$ cat config.mk
export PLATFORM = sky130hd
export DESIGN_NAME = storage_arbiter
export DESIGN_NICKNAME = d
export VERILOG_FILES = /design/src/rtl/storage_pkg.sv /design/src/rtl/storage_arb_pick.sv /design/src/rtl/storage_arbiter.sv
export SDC_FILE = /design/constraint.sdc
export NUM_CORES = 1
export LEC_CHECK = 0
export CORE_MARGIN = 5
export CORE_UTILIZATION = 35
export DETAILED_ROUTE_END_ITERATION = 6
export MAX_ROUTING_LAYER = met4
export PLACE_DENSITY_LB_ADDON = 0.3
export SLEW_MARGIN = 20
export SYNTH_ARGS = -nofsm -noshare
export SYNTH_HDL_FRONTEND = slang
export SYNTH_SLANG_ARGS = --single-unit
$ cat constraint.sdc
create_clock -name wb_clk_i -period 4.38 [get_ports wb_clk_i]
set_input_delay 0.876 -clock wb_clk_i [delete_from_list [all_inputs] [get_ports wb_clk_i]]
set_output_delay 0.876 -clock wb_clk_i [all_outputs]
set_load 0.005 [all_outputs]
$ cat src/rtl/storage_pkg.sv
// Shared definitions for the arbitrated management SRAM port.
// Holds the FSM encoding, SRAM geometry and block-select width helper.
package storage_pkg;

  typedef enum logic [1:0] {
    StIdle,
    StIssue,
    StCapture,
    StResp
  } state_e;

  localparam int unsigned RAM_WORDS = 256;
  localparam int unsigned SRAM_AW   = 8;

  // Block-select width; a single block still gets one (ignored) select bit.
  function automatic int unsigned bsel_w(input int unsigned blocks);
    return (blocks <= 1) ? 1 : $clog2(blocks);
  endfunction

endpackage

$ cat src/rtl/storage_arb_pick.sv
// Winner select between the Wishbone and housekeeping requesters,
// with a saturating counter that protects housekeeping from starvation.
module storage_arb_pick
  import storage_pkg::*;
#(
  parameter int unsigned HK_STARVE_MAX = 4
) (
  input  logic       clk_i,
  input  logic       rst_i,
  input  logic       idle_i,
  input  logic       wb_pend_i,
  input  logic       hk_pend_i,
  output logic       grant_o,
  output logic       grant_hk_o,
  output logic [3:0] starve_cnt_o
);

  localparam logic [3:0] StarveMax = 4'(HK_STARVE_MAX);

  logic [3:0] starve_q, starve_d;

  always_comb begin
    grant_o    = idle_i & (wb_pend_i | hk_pend_i);
    grant_hk_o = hk_pend_i & (~wb_pend_i | (starve_q == StarveMax));
    starve_d   = starve_q;
    if (grant_o) begin
      if (grant_hk_o || !hk_pend_i) begin
        starve_d = '0;
      end else if (starve_q != StarveMax) begin
        starve_d = starve_q + 4'd1;
      end
    end
  end

  always_ff @(posedge clk_i or posedge rst_i) begin
    if (rst_i) begin
      starve_q <= '0;
    end else begin
      starve_q <= starve_d;
    end
  end

  assign starve_cnt_o = starve_q;

endmodule

$ cat src/rtl/storage_arbiter.sv
// Single-port management SRAM arbiter: Wishbone read/write and housekeeping
// read-only requests share one port with fixed latency and registered outputs.
module storage_arbiter
  import storage_pkg::*;
#(
  parameter int unsigned RAM_BLOCKS    = 2,
  parameter int unsigned HK_STARVE_MAX = 4,
  localparam int unsigned BSEL_W       = bsel_w(RAM_BLOCKS)
) (
  input  logic                      wb_clk_i,
  input  logic                      wb_rst_i,
  input  logic                      wbs_cyc_i,
  input  logic                      wbs_stb_i,
  input  logic                      wbs_we_i,
  input  logic [3:0]                wbs_sel_i,
  input  logic [31:0]               wbs_adr_i,
  input  logic [31:0]               wbs_dat_i,
  output logic                      wbs_ack_o,
  output logic [31:0]               wbs_dat_o,
  input  logic                      hk_req_i,
  input  logic [SRAM_AW+BSEL_W-1:0] hk_addr_i,
  output logic                      hk_valid_o,
  output logic [31:0]               hk_rdata_o,
  output logic [RAM_BLOCKS-1:0]     mem_ena_o,
  output logic [RAM_BLOCKS-1:0]     mem_wen_o,
  output logic [4*RAM_BLOCKS-1:0]   mem_wen_mask_o,
  output logic [SRAM_AW-1:0]        mem_addr_o,
  output logic [31:0]               mem_wdata_o,
  input  logic [32*RAM_BLOCKS-1:0]  mem_rdata_i
);

  state_e                  state_q;
  logic [BSEL_W-1:0]       blk_q;
  logic                    we_q;
  logic                    owner_hk_q;

  logic                    wb_pend;
  logic                    grant, grant_hk;
  logic [3:0]              starve_cnt;
  logic [BSEL_W-1:0]       wb_blk, hk_blk;
  logic [RAM_BLOCKS-1:0]   wb_onehot, hk_onehot;
  logic [4*RAM_BLOCKS-1:0] wb_mask;
  logic                    wb_wr_null;
  logic [31:0]             rdata_sel;

  assign wb_pend = wbs_cyc_i & wbs_stb_i;

  storage_arb_pick #(
    .HK_STARVE_MAX(HK_STARVE_MAX)
  ) u_pick (
    .clk_i       (wb_clk_i),
    .rst_i       (wb_rst_i),
    .idle_i      (state_q == StIdle),
    .wb_pend_i   (wb_pend),
    .hk_pend_i   (hk_req_i),
    .grant_o     (grant),
    .grant_hk_o  (grant_hk),
    .starve_cnt_o(starve_cnt)
  );

  always_comb begin
    wb_blk = wbs_adr_i[10 +: BSEL_W];
    hk_blk = hk_addr_i[SRAM_AW +: BSEL_W];
    if (RAM_BLOCKS == 1) begin
      wb_blk = '0;
      hk_blk = '0;
    end
    wb_onehot         = '0;
    wb_onehot[wb_blk] = 1'b1;
    hk_onehot         = '0;
    hk_onehot[hk_blk] = 1'b1;
    wb_mask                 = '0;
    wb_mask[4*wb_blk +: 4]  = wbs_sel_i;
    // A write with no lanes selected leaves the SRAM untouched entirely.
    wb_wr_null = wbs_we_i & (wbs_sel_i == 4'b0000);
    rdata_sel  = mem_rdata_i[32*blk_q +: 32];
  end

  always_ff @(posedge wb_clk_i or posedge wb_rst_i) begin
    if (wb_rst_i) begin
      state_q        <= StIdle;
      blk_q          <= '0;
      we_q           <= 1'b0;
      owner_hk_q     <= 1'b0;
      wbs_ack_o      <= 1'b0;
      wbs_dat_o      <= '0;
      hk_valid_o     <= 1'b0;
      hk_rdata_o     <= '0;
      mem_ena_o      <= '0;
      mem_wen_o      <= '0;
      mem_wen_mask_o <= '0;
      mem_addr_o     <= '0;
      mem_wdata_o    <= '0;
    end else begin
      unique case (state_q)
        StIdle: begin
          if (grant) begin
            owner_hk_q <= grant_hk;
            state_q    <= StIssue;
            if (grant_hk) begin
              blk_q      <= hk_blk;
              we_q       <= 1'b0;
              mem_addr_o <= hk_addr_i[SRAM_AW-1:0];
              mem_ena_o  <= hk_onehot;
            end else begin
              blk_q       <= wb_blk;
              we_q        <= wbs_we_i;
              mem_addr_o  <= wbs_adr_i[9:2];
              mem_wdata_o <= wbs_dat_i;
              mem_ena_o   <= wb_wr_null ? '0 : wb_onehot;
              if (wbs_we_i && !wb_wr_null) begin
                mem_wen_o      <= wb_onehot;
                mem_wen_mask_o <= wb_mask;
              end
            end
          end
        end
        StIssue: begin
          mem_ena_o      <= '0;
          mem_wen_o      <= '0;
          mem_wen_mask_o <= '0;
          if (we_q) begin
            wbs_ack_o <= wbs_cyc_i;
            state_q   <= StResp;
          end else begin
            state_q <= StCapture;
          end
        end
        StCapture: begin
          if (owner_hk_q) begin
            hk_rdata_o <= rdata_sel;
            hk_valid_o <= 1'b1;
          end else begin
            wbs_dat_o <= rdata_sel;
            wbs_ack_o <= wbs_cyc_i;
          end
          state_q <= StResp;
        end
        StResp: begin
          wbs_ack_o  <= 1'b0;
          hk_valid_o <= 1'b0;
          state_q    <= StIdle;
        end
        default: state_q <= StIdle;
      endcase
    end
  end

  logic unused_bits;
  assign unused_bits = ^{wbs_adr_i, starve_cnt};

endmodule
==> metrics.yaml <==
layout:
  n_antenna_cell: 0
  drive_above_1_share_pct: 10.8
  layout_commonest_cell: "clkdlybuf4s50_1"
  fin_util_pct: 56.4
  area.growth.synth_to_final_pct: 57.1
  final_nets: 853
  final_cell_mix: "241 x clkdlybuf4s50_1, 126 x dfrtp_1, 84 x nand2_1"
route:
  drtPass1Iterations: 6
  via_count: 4296
  routedWlPerCell_um: 16.4
  vias_per_cell: 4.65
  route.antenna.remaining_nets: 0
  drt_wl_total_um: 15100
  drt_iter0_markers: 215
  drc: 0
status:
  run_status: "finished clean"
critical_path:
  rr_endpoint: "mem_wdata_o[30]"
  worstSetupPathType: "in -> reg"
  cp-start-kind: "input pin"
  reg2reg_depth: 5
  timing.rr.start: "state_q[0]"
  path_max_fanout: 41
  endpoint: "mem_wdata_o[30]"
  endpoint_kind: "flop"
  crit_path_start: "hk_req_i"
  cp.required_ns: 4.68
  arrival_ns: 2.97
  r2r_setup_slack_ns: 1.96
power_and_ir_drop:
  leakagePower_nw: 3.89
  ir_worst_vdd_mv: 0.340
  clkPwrFrac_pct: 22.1
  p_seq_share_pct: 34.9
  finalPower_mw: 6.22
  switching_power_mw: 1.95
  swShare_pct: 31.3
  p_comb_share_pct: 43.1
  p_int_mw: 4.27
  power.density_nw_per_um2: 720
clocking:
  clock_latency_ns: 0.41
  cts-hold-fix-buffers: 0
  clk_path_buf_depth: 2
  cts_buffers: 17
  cts_setup_buffers: 0
  cts_tree: "built"
  cts_resized: 0
  cts-root-buf: "clkbuf_16"
  path_clk_slew_ns: 0.06
  clkSinkCount: 127
  cts.htree.levels: 4
sta:
  totalNegativeSetupSlack_ns: 0
  rsz0062_at_grt: "no"
  finClkSkew_ns: 0.0109
  maxSlewViolCount: 0
  max_freq_mhz: 375
  fin_ws_ns: 1.71
  final.period_utilization_pct: 60.9
  worstMarginPinSlew_ns: 0.997
  fin_crit_ns: 2.67
  hold_violations: 0
  slew_headroom_pct: 33.5
  hold_slack_ns: 0.478
  finalSetupViolations: 0
placement:
  place_ws_ns: 1.28
  gp_congestion: 0.779
  placement.io_buffers: 241
  hpwl_um: 11300
grt:
  grt_max_degree: 66
  grt_pass1_wl_um: 23600
  antenna_found_initial: 0
  grt_usage_pct: 16.9
  grt_pass1_vias: 4534
  gr-total-overflow: 0
floorplanning:
  core_um2: 15300
  rows: 45
  die_w_um: 135
  die_area_um2: 18300
  die_h_um: 135
  start_util_pct: 35.9
  ioPinCount: 265
synth:
  ys_warn_count: 0
  ys_seq_area_share_pct: 57.7
  ys_types: 42
  synth_top_area_share_pct: 57.7
  syn_inst: 462
  avgSynthCellArea_um2: 11.9
  ys_ff_latch: 127
  synthesis.area_um2: 5500
  syn-num-nets: 616
  synth_top_area_cell: "dfrtp_1"
  synth_area_leaders: "dfrtp_1 58%, mux2_4 8.7%, mux2i_1 7.5%"
job:
  maxCapViolations: 0
hold_path:
  min_path_cells: 2
  min_path_type: "reg -> reg"
-- worst min-delay path by stage --
stage | start | to | slack, ns
3_3_place_gp | wbs_dat_o[16] | wbs_dat_o[16] | 0.46
5_1_grt | hk_rdata_o[31] | hk_rdata_o[31] | 0.50
4_1_cts | wbs_dat_o[22] | wbs_dat_o[22] | 0.48
3_5_place_dp | wbs_dat_o[20] | wbs_dat_o[20] | 0.47
6_report | wbs_dat_o[11] | wbs_dat_o[11] | 0.48
2_1_floorplan | hk_valid_o | hk_valid_o | 0.47
-- critical path, cell delays in order --
cell	delay, ns
clkdlybuf4s50_1	0.59
a21oi_2	0.10
nand2b_4	0.24
nor2_8	0.70
mux2_2	0.41
-- state kept, by name, indices dropped and copies added, names as in the netlist --
signal               cells
hk_rdata_o              32
mem_addr_o               8
wbs_ack_o                1
wbs_dat_o               32
mem_wen_o                2
blk_q                    1
state_q                  2
hk_valid_o               1
owner_hk_q               1
we_q                     1
mem_ena_o                2
mem_wen_mask_o           8
mem_wdata_o             32
u_pick.starve_cnt_o      4
-- cells in the mapped netlist, drive strengths merged --
cell,count
a211oi,1
a21o,2
a21oi,3
a221o,8
a22o,3
a31oi,1
and2,7
and3,2
and3b,1
and4b,1
buf,9
clkbuf,16
dfrtp,127
ha,7
inv,16
mux2,35
mux2i,41
nand2,85
nand2b,2
nand3,2
nand3b,1
nor2,7
nor2b,3
nor3,1
nor4,3
o211ai,1
o21a,1
o21ai,71
o21bai,1
o221ai,1
o41ai,1
or3,1
or3b,1
-- power by group through the flow --
stage	Combinational [mW]	Sequential, mW	Clock (mW)
floorplan	1.26	2.11	0
global placement	2.66	2.15	0
detailed placement	2.73	2.19	0
CTS	2.73	2.18	1.41
global route	2.92	2.25	1.46
finish	2.68	2.17	1.37
-- routing by layer --
metal	global-route usage, %	routed length [µm]	vias to the layer above
met2	28.2	7540	167
li1	-	-	2066
met5	-	0	-
met4	5.21	243	0
met3	5.65	1190	20
met1	19.2	6120	2043
-- per-stage QoR --
stage / instances / cell area (µm²)
2_1_floorplan: 462 / 5500
3_5_place_dp: 891 / 8050
4_1_cts: 923 / 8630
3_3_place_gp: 891 / 8050
5_1_grt: 923 / 8640
6_report: 923 / 8640
-- kinds of logic (layout without fill, tap and decap cells) --
| family | count (synthesis) | after routing | share of synthesized area [%] |
|---|---|---|---|
| multiplexers | 76 | 76 | 16.8 |
| AND/OR/NAND/NOR | 117 | 117 | 9.71 |
| buffers and inverters | 41 | 291 | 4.05 |
| flip-flops | 127 | 127 | 57.7 |
| adder cells (fa/ha/maj) | 7 | 7 | 1.59 |
| AO/OA/AOI/OAI | 94 | 94 | 10.1 |
-- final cells by class --
type	instances	area [µm²]
Clock inverter	14	141
Sequential cell	127	3180
Timing Repair Buffer	243	2440
Inverter	16	62.6
Clock buffer	18	439
Tap cell	211	264
Multi-Input combinational cell	294	2120
Fill cell	1286	6670
Note: power is estimated with default switching activity, not from simulation.
